$ cat config.mk
export PLATFORM = sky130hd
export DESIGN_NAME = count_pulse_gen
export DESIGN_NICKNAME = d
export VERILOG_FILES = /design/src/rtl/count_pulse_gen.sv
export SDC_FILE = /design/constraint.sdc
export NUM_CORES = 1
export LEC_CHECK = 0
export CAP_MARGIN = 20
export CORE_AREA = 4 4 41 43
export DETAILED_ROUTE_END_ITERATION = 16
export DIE_AREA = 0 0 45 47
export GPL_ROUTABILITY_DRIVEN = 0
export PLACE_DENSITY_LB_ADDON = 0.3
export RECOVER_POWER = 100
export SYNTH_ARGS = -nofsm -noshare
export SYNTH_HDL_FRONTEND = slang
export SYNTH_SLANG_ARGS = --single-unit
$ cat constraint.sdc
create_clock -name clk -period 2.04 [get_ports clk]
set_clock_uncertainty 0.05 [all_clocks]
set_input_delay 0.204 -clock clk [delete_from_list [all_inputs] [get_ports clk]]
set_output_delay 0.204 -clock clk [all_outputs]
set_load 0.02 [all_outputs]
$ cat src/rtl/count_pulse_gen.sv
// Button conditioner: 2-flop synchronizer, stability debounce and rising-edge pulse
// generator. Define COUNT_PULSE_GEN_AUTOREPEAT_EN to add hold-to-repeat pulses.
module count_pulse_gen #(
   parameter int DEBOUNCE_CYCLES = 4,
   parameter int CNT_W           = 4,
   parameter int REPEAT_DELAY    = 16,
   parameter int REPEAT_PERIOD   = 8
) (
   input  logic clk,
   input  logic reset,
   input  logic btn_in,
   output logic count,
   output logic pressed
);

   localparam logic [CNT_W-1:0] DEB_LAST = CNT_W'(DEBOUNCE_CYCLES - 1);

   if (DEBOUNCE_CYCLES < 1 || DEBOUNCE_CYCLES > (1 << CNT_W) ||
       REPEAT_PERIOD < 1 || REPEAT_PERIOD > REPEAT_DELAY) begin : g_bad_params
      $error("count_pulse_gen: illegal parameter combination");
   end

   logic             sync0;
   logic             sync1;
   logic             db_level;
   logic [CNT_W-1:0] deb_cnt;
   logic             rise;
   logic             fall;

   // rise/fall mark the edge on which the debounced level is about to flip
   assign rise = sync1 & ~db_level & (deb_cnt == DEB_LAST);
   assign fall = ~sync1 & db_level & (deb_cnt == DEB_LAST);

   always_ff @(posedge clk or negedge reset) begin
      if (!reset) begin
         sync0    <= 1'b0;
         sync1    <= 1'b0;
         db_level <= 1'b0;
         deb_cnt  <= '0;
      end else begin
         sync0 <= btn_in;
         sync1 <= sync0;
         if (sync1 == db_level) begin
            deb_cnt <= '0;
         end else if (deb_cnt == DEB_LAST) begin
            db_level <= sync1;
            deb_cnt  <= '0;
         end else begin
            deb_cnt <= deb_cnt + 1'b1;
         end
      end
   end

   assign pressed = db_level;

`ifdef COUNT_PULSE_GEN_AUTOREPEAT_EN
   localparam logic [15:0] REP_DELAY  = 16'(REPEAT_DELAY);
   localparam logic [15:0] REP_RELOAD = 16'(REPEAT_DELAY - REPEAT_PERIOD);

   logic [15:0] rep_cnt;
   logic        rep_fire;

   // Reloading to DELAY-PERIOD makes every later repeat land PERIOD cycles apart;
   // a repeat coinciding with the release flip is suppressed.
   assign rep_fire = db_level & ~fall & ((rep_cnt + 16'd1) == REP_DELAY);

   always_ff @(posedge clk or negedge reset) begin
      if (!reset) begin
         rep_cnt <= '0;
         count   <= 1'b0;
      end else begin
         count <= rise | rep_fire;
         if (!db_level || fall) begin
            rep_cnt <= '0;
         end else if (rep_fire) begin
            rep_cnt <= REP_RELOAD;
         end else begin
            rep_cnt <= rep_cnt + 16'd1;
         end
      end
   end
`else
   always_ff @(posedge clk or negedge reset) begin
      if (!reset) begin
         count <= 1'b0;
      end else begin
         count <= rise;
      end
   end
`endif

endmodule

==> impl_summary.txt, run 1 <==
----------------------------------------------------
[Status]
  Outcome ... completed

[Synthesis]
  Most area-hungry cell type in the Yosys netlist ... dfrtp_1
  Net Count, Synth ... 29
  Adder-cell share of the synthesized area ... 0.0763
  Post-Synthesis Cell Area ... 328 um^2
  Yosys reg bits ... 8
  Number of cells produced by synthesis ... 24
  Post-synth EDFFs ... 0
  Syn_area_per_cell ... 13.7 um^2
  Portion of synthesized cell area occupied by the leading cell type ... 0.611
  Fraction of synthesized cell area in xor and xnor cells ... 0
  Number of warnings issued by yosys ... 0
  Synth cell types ... 15
  Commonest cells in the netlist ... dfrtp_1, ha_1, mux2_1
  Synth async-reset ratio ... 1.00
  Most used DFF post-synth ... dfrtp_1
  Mux cell area share after synthesis ... 0.0687
  Area share of and/or/nand/nor cells after synthesis ... 0.218
  Register area share after synthesis ... 0.611
  Combinational family with the most area after synthesis ... simple AND/OR/NAND/NOR gates
  Area fraction in compound gates after synthesis ... 0.0153
  Most area-consuming cells after synthesis ... dfrtp_1, ha_1, mux2_1
  Most used standard cell by instance count after synthesis ... dfrtp_1

[Pwr]
  Clock group share of total power ... 0.265
  Peak VDD IR ... 0.384 mV
  Total power density per cell area ... 1110 mW/mm^2
  Proportion of power drawn by flip-flops and latches ... 0.466
  Internal Pwr Total ... 315 uW
  Final Power ... 446 uW
  Switching Share ... 0.294
  Net switching component of the power ... 131 uW
  Static Leakage ... 0.000188 uW
  Relative contribution of combinational cells to total power ... 0.269

[Clock tree]
  CTS tree ... done
  Clock-pin slew reported for the worst setup and hold paths after clock tree synthesis ... 0.05 ns
  Cell chosen for the clock root ... clkbuf_4
  Total number of clock tree sinks ... 8
  Total clock buffers created by CTS ... 3
  Number of H-tree levels ... 1
  Number of hold-repair buffers added at the cts stage ... 0
  Post-cts resize count ... 0
  Worst skew pair latency ... 0.25 ns
  Number of post-CTS setup repair buffers ... 0
  Clock Path Buffers ... 2

[Floorplan]
  Top-Level Pins ... 5
  Die area ... 0.00212 mm^2
  Starting density of the core ... 0.252
  Placement row count ... 13
  Width of the die ... 45 um
  Floorplan Core Area ... 0.00130 mm^2
  Vertical extent of the die ... 47 um

[STA]
  Sum Neg Setup Slack ... 0 ns
  Final number of hold-violating endpoints ... 0
  Setup-violating endpoint count in the final report ... 0
  Setup repair after global routing missed its margin ... false
  Slew headroom ... 0.758
  Achievable clock frequency ... 602 MHz
  Hold_ws ... 0.250 ns
  Final count of pins violating max slew ... 0
  Worst-margin pin slew ... 0.361 ns
  Post-layout minimum cycle time ... 1.66 ns
  Final critical-path share of the clock period ... 0.814

[Cells and area]
  Fraction of the core area covered by cells at the end of the flow ... 0.310
  Final layout net count ... 38
  Synthesis-to-finish area growth ... 22.9%
  Fraction of final layout cells sized beyond drive strength 1 ... 0.129
  Antenna diode count ... 0

[Global route]
  Maximum number of pins on one net before global-route repair ... 9
  Via count of the first global-routing pass ... 230
  Aggregate global-route resource usage ... 0.0647
  Overall overflow remaining after global route ... 0
  Number of antenna violations at the first check in global routing ... 0
  Wire length of the first global-routing pass ... 938 um

[Drt]
  Final antenna-violating net count ... 0
  First-iteration detailed-routing DRC count ... 4
  First-pass detailed-route iteration total ... 4
  Wire length per cell after detailed routing ... 11.5 um
  Total routed wirelength ... 529 um
  Via Count ... 210
  Residual DRC count ... 0
  Average vias per placed instance ... 4.57

[Critical path]
  Classification of the worst setup path ... register to register
  Data required time at the worst endpoint ... 2.12 ns
  Max FO, Critical Path ... 6
  Crit path DAT ... 1.74 ns
  Critical Path Sink Type ... register
  Startpoint type of the worst setup path ... register

[Place]
  HPWL reported at the end of detailed placement ... 416 um
  IO buf count ... 4

[Hold path]
  Kind of path behind the tightest hold check ... input port to asynchronous set/reset pin

[Job]
  Count of max-cap constraint violations ... 0

----------------------------------------------------
[placed cells by master, fill, tap and decap left out, types with 2 or more instances in the layout]
| cell | n |
|---|---|
| clkbuf_4 | 3 |
| mux2_1 | 2 |
| dfrtp_1 | 8 |
| dlygate4sd3_1 | 4 |
| ha_1 | 2 |
[critical path, stage by stage (launching register included)]
cell	delay, ns
dfrtp_1	0.35
inv_1	0.05
ha_1	0.36
nor4b_1	0.38
mux2_1	0.36
[cells by family after synthesis]
family / count (synthesis)
multiplexers: 2
adder cells (fa/ha/maj): 2
flip-flops: 8
AND/OR/NAND/NOR: 10
buffers and inverters: 1
AO/OA/AOI/OAI: 1
[stage by stage]
stage	instances	worst slack [ns]	area [um^2]
2_1_floorplan	24	0.393	328
3_3_place_gp	43	0.459	387
3_5_place_dp	43	0.419	387
4_1_cts	46	0.409	409
5_1_grt	46	0.273	403
6_report	46	0.379	403
[registers in the layout, indices dropped and copies added (netlist names)]
name and cells:
count 1, deb_cnt 4, pressed 1, sync0 1, sync1 1
[power by group through the flow]
stage / Sequential (uW) / Combinational, uW / Clock [uW]
2_1_floorplan: 220 / 69.9 / 0
3_3_place_gp: 207 / 127 / 0
3_5_place_dp: 211 / 132 / 0
4_1_cts: 209 / 134 / 121
5_1_grt: 211 / 140 / 125
6_report: 208 / 120 / 118
[area by class of cell]
| type | instances | area [um^2] |
|---|---|---|
| inverter | 1 | 3.75 |
| clock buffer | 3 | 22.5 |
| tap | 15 | 18.8 |
| multi-input combinational | 15 | 118 |
| sequential | 8 | 200 |
| timing repair buffer | 4 | 40.0 |
| fill | 147 | 898 |
[worst paths after layout]
| check | startpoint | end | slack, ns | depth (start not counted) |
|---|---|---|---|---|
| worst max-delay path | pressed | pressed | 0.38 | 4 |
| worst min-delay path | reset | pressed | 0.25 | 1 |
| worst max register to register | pressed | pressed | 0.38 | 4 |
| worst min register to register | sync0 | sync1 | 0.31 | 0 |
| max in group asynchronous | reset | deb_cnt[2] | 1.43 | 1 |
| min in group clk | sync0 | sync1 | 0.31 | 0 |
[per-layer routing]
layer | global-route usage | share of wire | vias up
met5 | 0 | 0 | -
met4 | 0.0526 | 0.030 | 0
met3 | 0.0230 | 0.074 | 2
met2 | 0.0904 | 0.44 | 8
met1 | 0.0798 | 0.45 | 102
li1 | - | - | 98
Power figures use the tool's default switching activity.
==> run 2: changes to the inputs <==
==> constraint.sdc (replaced) <==
create_clock -name clk -period 1.6 [get_ports clk]
set_clock_uncertainty 0.05 [all_clocks]
set_input_delay 0.16 -clock clk [delete_from_list [all_inputs] [get_ports clk]]
set_output_delay 0.16 -clock clk [all_outputs]
set_load 0.02 [all_outputs]
==> run 2 against run 1 <==
Net effect:
- sequential power rose by 28%
- flip-flop and latch count stayed put
- via count shrank 1.4%
- clock power is 34% higher
- die area unchanged
- combinational power grew 34%
- final cell count grew 4.3%
- critical endpoint is now pressed
- non-clock buffer count increased by 1
- count of clock-buffer cells in the layout grew 1
- first-iteration DRC count shrank 25%
==> impl_summary.txt, run 2 (same netlist as run 1, synthesis figures left out) <==
----------------------------------------------------
[Global route]
  Overall overflow remaining after global route ... 0 (unchanged)
  Aggregate global-route resource usage ... 0.0695 (+0.00479)
  Maximum number of pins on one net before global-route repair ... 9 (unchanged)
  Via count of the first global-routing pass ... 236 (+2.6%)
  Number of antenna violations at the first check in global routing ... 0 (unchanged)
  Wire length of the first global-routing pass ... 959 um (+2.2%)

[Clock tree]
  Number of post-CTS setup repair buffers ... 0 (unchanged)
  Total number of clock tree sinks ... 8 (unchanged)
  Post-cts resize count ... 0 (unchanged)
  Number of H-tree levels ... 1 (unchanged)
  Clock Path Buffers ... 2 (unchanged)
  Number of hold-repair buffers added at the cts stage ... 0 (unchanged)
  CTS tree ... done
  Total clock buffers created by CTS ... 3 (unchanged)
  Cell chosen for the clock root ... clkbuf_4
  Clock-pin slew reported for the worst setup and hold paths after clock tree synthesis ... 0.06 ns (about the same)
  Worst skew pair latency ... 0.25 ns (about the same)

[Critical path]
  Category of cells accounting for the largest share of critical-path delay ... buffers and inverters
  Cell breakdown of the critical path ... dlygate4sd3_1
  Crit path DAT ... 1.30 ns (-0.44 ns)
  Data required time at the worst endpoint ... 1.39 ns (-0.73 ns)
  Largest stage delay, worst path ... 0.65 ns (+0.27 ns)
  Critical Path Sink Type ... primary output
  Startpoint type of the worst setup path ... register
  Classification of the worst setup path ... register to primary output
  Max FO, Critical Path ... 3 (-3)
  Slowest library cell on the worst path ... dlygate4sd3_1
  Critical path buffers and inverters ... 1 (unchanged)

[Cells and area]
  Fraction of the core area covered by cells at the end of the flow ... 0.321 (+0.0115)
  Antenna diode count ... 0 (unchanged)
  Max reg flops ... 4 (unchanged)
  Commonest cells after routing, fill and taps aside ... dfrtp_1, dlygate4sd3_1, clkbuf_4
  Final std cells w/o fill ... 48 (+4.3%)
  Top reg by flops ... deb_cnt
  Most frequent standard cell in the layout excluding fill and tap cells ... dfrtp_1
  Synthesis-to-finish area growth ... 27.5%
  Final layout net count ... 39 (+2.6%)
  Final-layout fill cell count ... 152 (+3.4%)
  Fraction of final layout cells sized beyond drive strength 1 ... 0.182 (+0.0528)

[Pwr]
  Total power density per cell area ... 1400 mW/mm^2 (+26%)
  Static Leakage ... 0.000190 uW (+1.3%)
  Peak VDD IR ... 0.574 mV (+50%)

[STA]
  Final critical-path share of the clock period ... 0.946
  Setup repair after global routing missed its margin ... false
  Final number of hold-violating endpoints ... 0 (unchanged)
  Worst-margin pin slew ... 0.368 ns (+0.00659 ns)
  Setup-violating endpoint count in the final report ... 0 (unchanged)
  Final count of pins violating max slew ... 0 (unchanged)
  Slew headroom ... 0.754 (-0.00441)
  Sum Neg Setup Slack ... 0 ns (unchanged)
  Post-layout minimum cycle time ... 1.51 ns
  Achievable clock frequency ... 661 MHz
  Hold_ws ... 0.205 ns (-0.0449 ns)

[Hold path]
  Kind of path behind the tightest hold check ... input port to asynchronous set/reset pin

[Floorplan]
  Width of the die ... 45 um (unchanged)
  Placement row count ... 13 (unchanged)
  Starting density of the core ... 0.252 (unchanged)
  Vertical extent of the die ... 47 um (unchanged)
  Top-Level Pins ... 5 (unchanged)
  Die area ... 0.00212 mm^2 (unchanged)
  Floorplan Core Area ... 0.00130 mm^2 (unchanged)

[Place]
  Placed instance count ... 44 (+2.3%)
  HPWL reported at the end of detailed placement ... 438 um (+5.3%)
  IO buf count ... 4 (unchanged)

[Drt]
  Total routed wirelength ... 528 um (-0.19%)
  First-pass detailed-route iteration total ... 2 (-2)
  First-iteration detailed-routing DRC count ... 3 (-1)
  Residual DRC count ... 0 (unchanged)
  Wire length per cell after detailed routing ... 11.0 um (-4.3%)
  Average vias per placed instance ... 4.31 (-5.5%)
  Via Count ... 207 (-1.4%)
  Final antenna-violating net count ... 0 (unchanged)

[Status]
  Outcome ... completed

[Job]
  Count of max-cap constraint violations ... 0 (unchanged)

----------------------------------------------------
==> run 2: final timing paths <==
check,startpoint,to,slack (ns),depth (start not counted)
max,pressed,pressed,0.09,1
min,reset,count,0.21,1
max reg2reg,pressed,pressed,0.11,4
min reg2reg,sync0,sync1,0.32,0
max in group asynchronous,reset,pressed,1.01,1
min in group clk,sync0,sync1,0.32,0
==> run 2: power breakdown <==
group,total [uW],switching [uW],leakage (uW),internal (uW)
Clock,158,62.7,0.0000150,95.0
Combinational,161,81.3,0.0000733,79.5
Sequential,266,23.4,0.000102,243
==> run 2: cell type report <==
| type | instances | area [um^2] | share of cell area |
|---|---|---|---|
| multi-input cells | 15 | 124 | 0.296 |
| well taps | 15 | 18.8 | 0.0449 |
| clock buffers | 4 | 26.3 | 0.0629 |
| inverters | 1 | 3.75 | 0.00898 |
| repair buffers | 5 | 43.8 | 0.105 |
| flip-flops and latches | 8 | 201 | 0.482 |
==> run 2: metal layers <==
metal | track usage | vias up | part of all wire
li1 | - | 100 | -
met1 | 0.0681 | 103 | 0.42
met2 | 0.113 | 4 | 0.52
met3 | 0.0460 | 0 | 0.061
met4 | 0.0351 | 0 | 0
met5 | 0 | - | 0
==> run 2: per-stage QoR <==
stage | total power, uW | setup slack, ns | instance area, um^2
2_1_floorplan | 373 | 0.00119 | 329
6_report | 584 | 0.0868 | 418
4_1_cts | 619 | 0.0348 | 422
3_5_place_dp | 452 | 0.0428 | 395
5_1_grt | 640 | 0.0397 | 418
3_3_place_gp | 445 | 0.120 | 395
